===== src/rtl/dti_fifo_pkg.sv =====
// rtl/dti_fifo_pkg.sv - shared constants for the async FIFO blocks
package dti_fifo_pkg;

    // Synchronizer depth used by every async FIFO block unless overridden.
    localparam int SYNC_STAGES_DEFAULT = 2;

    // Fewer flops than this does not give a usable MTBF.
    localparam int SYNC_STAGES_MIN = 2;

endpackage : dti_fifo_pkg


===== src/rtl/dti_gray_to_bin.sv =====
// rtl/dti_gray_to_bin.sv - combinational gray to binary converter
module dti_gray_to_bin #(
    parameter int WIDTH = 5
) (
    input  logic [WIDTH-1:0] gray,
    output logic [WIDTH-1:0] bin
);

    // Bit i is the XOR of all gray bits from the MSB down to i.
    always_comb begin
        bin = '0;
        bin[WIDTH-1] = gray[WIDTH-1];
        for (int i = WIDTH - 2; i >= 0; i--) begin
            bin[i] = bin[i+1] ^ gray[i];
        end
    end

endmodule : dti_gray_to_bin


===== src/rtl/dti_sync_bus.sv =====
// rtl/dti_sync_bus.sv - per-bit flop-chain synchronizer for a gray-coded bus
module dti_sync_bus
    import dti_fifo_pkg::*;
#(
    parameter int WIDTH  = 5,
    parameter int STAGES = SYNC_STAGES_DEFAULT
) (
    input  logic             clk,
    input  logic             reset_n,
    input  logic [WIDTH-1:0] async_data,
    output logic [WIDTH-1:0] sync_data
);

    // A request below the minimum depth is raised to the minimum.
    localparam int NSTAGE = (STAGES < SYNC_STAGES_MIN) ? SYNC_STAGES_MIN : STAGES;

    logic [WIDTH-1:0] stage_q [NSTAGE];

    // Plain shift chain: each stage copies the previous one, nothing in between.
    always_ff @(posedge clk or negedge reset_n) begin
        if (!reset_n) begin
            for (int i = 0; i < NSTAGE; i++) begin
                stage_q[i] <= '0;
            end
        end else begin
            stage_q[0] <= async_data;
            for (int i = 1; i < NSTAGE; i++) begin
                stage_q[i] <= stage_q[i-1];
            end
        end
    end

    assign sync_data = stage_q[NSTAGE-1];

endmodule : dti_sync_bus


===== src/rtl/dti_fifo_async_ptr.sv =====
// rtl/dti_fifo_async_ptr.sv - local gray/binary pointer plus remote pointer synchronizer
module dti_fifo_async_ptr
    import dti_fifo_pkg::*;
#(
    parameter int ADDR_WIDTH  = 4,
    parameter int SYNC_STAGES = SYNC_STAGES_DEFAULT
) (
    input  logic                clk,
    input  logic                reset_n,
    input  logic                incr_ptr,
    input  logic [ADDR_WIDTH:0] gray_remote_ptr,
    output logic [ADDR_WIDTH:0] bin_local_ptr,
    output logic [ADDR_WIDTH:0] gray_local_ptr,
    output logic [ADDR_WIDTH-1:0] mem_addr,
    output logic [ADDR_WIDTH:0] gray_synced_ptr,
    output logic [ADDR_WIDTH:0] bin_synced_ptr,
    output logic                ptr_update
);

    localparam int PW = ADDR_WIDTH + 1;

    logic [PW-1:0] bin_q;
    logic [PW-1:0] gray_q;
    logic [PW-1:0] bin_next;
    logic [PW-1:0] gray_next;
    logic [PW-1:0] synced_prev_q;
    logic          ptr_update_q;

    // Next pointer values; gray is derived from the next binary so both flops
    // update on the same edge and the exported gray has no combinational path.
    always_comb begin
        bin_next  = bin_q + {{ADDR_WIDTH{1'b0}}, incr_ptr};
        gray_next = bin_next ^ (bin_next >> 1);
    end

    // Local pointer registers; the MSB is the lap bit, wrap is natural overflow.
    always_ff @(posedge clk or negedge reset_n) begin
        if (!reset_n) begin
            bin_q  <= '0;
            gray_q <= '0;
        end else begin
            bin_q  <= bin_next;
            gray_q <= gray_next;
        end
    end

    dti_sync_bus #(
        .WIDTH  (PW),
        .STAGES (SYNC_STAGES)
    ) u_sync (
        .clk        (clk),
        .reset_n    (reset_n),
        .async_data (gray_remote_ptr),
        .sync_data  (gray_synced_ptr)
    );

    dti_gray_to_bin #(
        .WIDTH (PW)
    ) u_g2b (
        .gray (gray_synced_ptr),
        .bin  (bin_synced_ptr)
    );

    // Change detector: one-cycle pulse the cycle after the synced pointer moves.
    always_ff @(posedge clk or negedge reset_n) begin
        if (!reset_n) begin
            synced_prev_q <= '0;
            ptr_update_q  <= 1'b0;
        end else begin
            synced_prev_q <= gray_synced_ptr;
            ptr_update_q  <= (gray_synced_ptr != synced_prev_q);
        end
    end

    assign bin_local_ptr  = bin_q;
    assign gray_local_ptr = gray_q;
    assign mem_addr       = bin_q[ADDR_WIDTH-1:0];
    assign ptr_update     = ptr_update_q;

endmodule : dti_fifo_async_ptr

===== config.mk =====
export PLATFORM = sky130hd
export DESIGN_NAME = dti_fifo_async_ptr
export DESIGN_NICKNAME = d
export VERILOG_FILES = /design/src/rtl/dti_fifo_pkg.sv /design/src/rtl/dti_gray_to_bin.sv /design/src/rtl/dti_sync_bus.sv /design/src/rtl/dti_fifo_async_ptr.sv
export SDC_FILE = /design/constraint.sdc
export NUM_CORES = 1
export LEC_CHECK = 0
export CAP_MARGIN = 25
export CORE_AREA = 2 2 53 55
export CTS_CLUSTER_SIZE = 30
export DETAILED_ROUTE_END_ITERATION = 6
export DIE_AREA = 0 0 55 57
export GPL_TIMING_DRIVEN = 1
export PLACE_DENSITY_LB_ADDON = 0.2
export SLEW_MARGIN = 20
export SYNTH_ARGS = -nofsm -noshare
export SYNTH_HDL_FRONTEND = slang
export SYNTH_SLANG_ARGS = --single-unit

===== constraint.sdc =====
create_clock -name clk -period 1.3 [get_ports clk]
set_input_delay 0.13 -clock clk [delete_from_list [all_inputs] [get_ports clk]]
set_output_delay 0.13 -clock clk [all_outputs]
set_load 0.03 [all_outputs]

==> qor.yml, run 1 <==
logic_synthesis:
  synth.avg_cell_area_um2: 15.6
  netlist.area_leader.share_pct: 67.9
  synth-seq-cells: 25
  synth-xor-area-share_pct: 17.8
  syn_inst: 59
  synth_compound_area_share_pct: 0
  synth_adder_area_share_pct: 2.72
  ys_seq_area_share_pct: 67.9
  synth_top_family_by_area: "XOR/XNOR gates"
  synth_area_leaders: "dfrtp_1 68%, buf_4 9.0%, xor2_1 8.6%, xnor2_1 4.8%, ha_1 2.7%"
  syn_nets: 69
  synth_mux_area_share_pct: 0
  yosys.area.top_type: "dfrtp_1"
  synthSimpleGateAreaFrac_pct: 2.17
  yosys_warnings: 0
  synth_cell_types: 10
  syn_area_um2: 921
drt:
  routed_wl_mm: 1.37
  wl_per_cell_um: 10.9
  viasPerCell: 3.98
  drc: 0
  drtAntennaViolNets: 0
  drt_iter0_drc: 0
  vias: 498
  dr.pass1.iters: 1
clock_network:
  hold_buffers: 0
  cts_buffer_depth: 2
  cts-buffers-inserted: 3
  cts_sinks: 25
  cts-root-buf: "clkbuf_4"
  cts_max_level: 1
  cts_tree: "yes"
  clk_pin_slew_worst_paths_ns: 0.13
  clock_latency_ns: 0.30
worst_setup_path:
  crit_required_ns: 1.17
  path_class: "reg2out"
  cpPeakStageDelay_ns: 0.47
  crit_path_end_kind: "output port"
  cp-start-kind: "flip-flop"
  cp_common_cell: "xor2_4"
  crit_slowest_cell: "xor3_2"
  critPathTopFamily: "XOR/XNOR gates"
  crit_buf_inv: 1
  crit_fanout: 2
  path_cells: "xor3_2, xor2_4, xor2_4, buf_6"
  cp.arrival_ns: 1.70
global_routing:
  grt-ovfl-total: 0
  gr-usage-all-layers_pct: 9.74
  grt_pass1_wl_mm: 2.11
  grt_pass1_vias: 439
  antenna_found_initial: 0
  grt_max_degree: 26
power:
  p_leak_nw: 0.609
  p_total_mw: 2.84
  power.density_mw_per_mm2: 2170
  peakVddDrop_mv: 1.44
  switchingPower_mw: 1.19
  pwr-share-clk_pct: 11.5
  p_int_mw: 1.65
  p_seq_share_pct: 38.0
  swShare_pct: 41.9
  p_comb_share_pct: 50.4
run_status:
  outcome: "finished with violations"
  failed_checks: "setup timing"
sta:
  tightestPinTransition_ns: 0.305
  rsz0062_at_grt: "true"
  period_minus_slack_ns: 1.83
  final-setup-viol-count: 4
  report.final.slew_viol_count: 0
  max_slew_margin_pct: 79.7
  max_freq_ghz: 0.548
  timing.final.crit_share_pct: 140
  final-hold-violation-count: 0
  worst_slack_ns: -0.526
  skew_ns: 0.00388
floorplan:
  floorplan.die.width_um: 55
  fp.coreArea_mm2: 0.00262
  dieArea_mm2: 0.00314
  ioPinCount: 33
  die_h_um: 57
  start_util_pct: 35.2
  rows: 19
final_layout:
  drive_gt1_share_pct: 40.4
  diodes: 0
  final_cells: 125
  fin_util_pct: 50.2
  n_fill_cell: 248
  fin_nets: 105
  syn2layout_area_growth_pct: 42.5
placed_design:
  post-place-ws_ns: -0.240
  place_inst: 119
  dpl.hpwl_mm: 1.03
  place.gp.congestion: 0.678
  numPortBuffers: 32
job:
  cap_violations: 0
hold_path:
  worstHoldPathType: "in2async"
-- cell usage after synthesis (all sizes together) --
cell	n
dfrtp	25
nand3	3
buf	11
xnor2	5
ha	2
xor3	1
inv	1
xor2	10
nor3	1
-- cell usage in the layout, fill, tap and decap left out, drive strengths merged --
master | netlist | routed
buf | 11 | 20
clkinv | 0 | 1
nand3 | 3 | 3
inv | 1 | 1
clkbuf | 0 | 9
clkdlybuf4s50 | 0 | 7
xor2 | 10 | 10
xor3 | 1 | 1
ha | 2 | 2
nor3 | 1 | 1
dfrtp | 25 | 25
dlygate4sd2 | 0 | 9
xnor2 | 5 | 5
-- registers in the layout, indices dropped and copies added (netlist names) --
register	count
u_sync.stage_q	5
bin_local_ptr	5
synced_prev_q	5
u_sync.sync_data	5
gray_local_ptr	4
ptr_update	1
-- timing repair --
item                                    in CTS  in global routing
endpoints found under the setup margin      22                 10
pin swaps                                    1                  1
resized for setup                           32                 16
setup buffers                                2                  0
-- power by group through the flow --
| stage | Sequential [mW] | Combinational, mW | Clock (mW) |
|---|---|---|---|
| 2_1_floorplan | 1.40 | 0.725 | 0 |
| 3_3_place_gp | 1.09 | 1.57 | 0 |
| 3_5_place_dp | 1.10 | 1.58 | 0 |
| 4_1_cts | 1.07 | 1.45 | 0.347 |
| 5_1_grt | 1.10 | 1.56 | 0.382 |
| 6_report | 1.08 | 1.43 | 0.328 |
-- per-stage QoR --
step | cell area [µm²] | hold slack (ns) | TNS [ns]
final | 1310 | 0.175 | -1.45
after global routing | 1310 | 0.194 | -1.83
after CTS | 1320 | 0.183 | -1.54
after detailed placement | 1290 | 0.336 | -1.21
after global placement | 1290 | 0.332 | -0.910
after floorplan | 975 | -0.166 | -0.590
-- routing by layer --
metal / global-route usage (%) / vias up / share of wire (%)
met5: 0 / - / 0
met4: 4.18 / 0 / 0.73
met3: 2.36 / 2 / 4.8
met2: 14.8 / 12 / 54
met1: 13.2 / 241 / 41
li1: - / 243 / -
-- path summary, 6_finish.rpt --
| path | start | end | slack, ns | cells after the start |
|---|---|---|---|---|
| max | u_sync.sync_data[2] | bin_synced_ptr[0] | -0.53 | 4 |
| min | reset_n | bin_local_ptr[1] | 0.18 | 2 |
| max reg2reg | bin_local_ptr[0] | gray_local_ptr[3] | 0.05 | 5 |
| min reg2reg | u_sync.stage_q[6] | u_sync.sync_data[1] | 0.37 | 0 |
| max in group asynchronous | reset_n | bin_local_ptr[0] | 0.88 | 2 |
| min in group clk | gray_remote_ptr[2] | u_sync.stage_q[7] | 0.25 | 1 |
-- area by class of cell --
type / count / area, µm² / share of cell area, %
Clock buffer: 3 / 22.5 / 1.72
Clock inverter: 1 / 5.00 / 0.381
Inverter: 1 / 3.75 / 0.286
Multi-Input combinational cell: 22 / 279 / 21.3
Sequential cell: 25 / 627 / 47.8
Tap cell: 31 / 38.8 / 2.96
Timing Repair Buffer: 42 / 337 / 25.6
-- cells by family (layout without fill, tap and decap cells) --
family,after synthesis,count (layout)
buffers and inverters,12,47
AND/OR/NAND/NOR,4,4
XOR/XNOR,16,16
flip-flops,25,25
adder cells (fa/ha/maj),2,2
-- worst register-to-register path, cell delays in order, from the launching register on --
cell	delay (ns)
dfrtp_2	0.45
ha_4	0.17
ha_4	0.16
nand3_1	0.13
xnor2_2	0.14
xnor2_1	0.13
(Power assumes the default switching activity.)
==> inputs of run 2 (changes only) <==
--- a/config.mk
+++ b/config.mk
@@ -5,7 +5,7 @@
 export SDC_FILE = /design/constraint.sdc
 export NUM_CORES = 1
 export LEC_CHECK = 0
-export CAP_MARGIN = 25
+export CAP_MARGIN = 20
 export CORE_AREA = 2 2 53 55
 export CTS_CLUSTER_SIZE = 30
 export DETAILED_ROUTE_END_ITERATION = 6
==> results of run 2 <==
Final layout, timing and power as in run 1 (identical DEF).
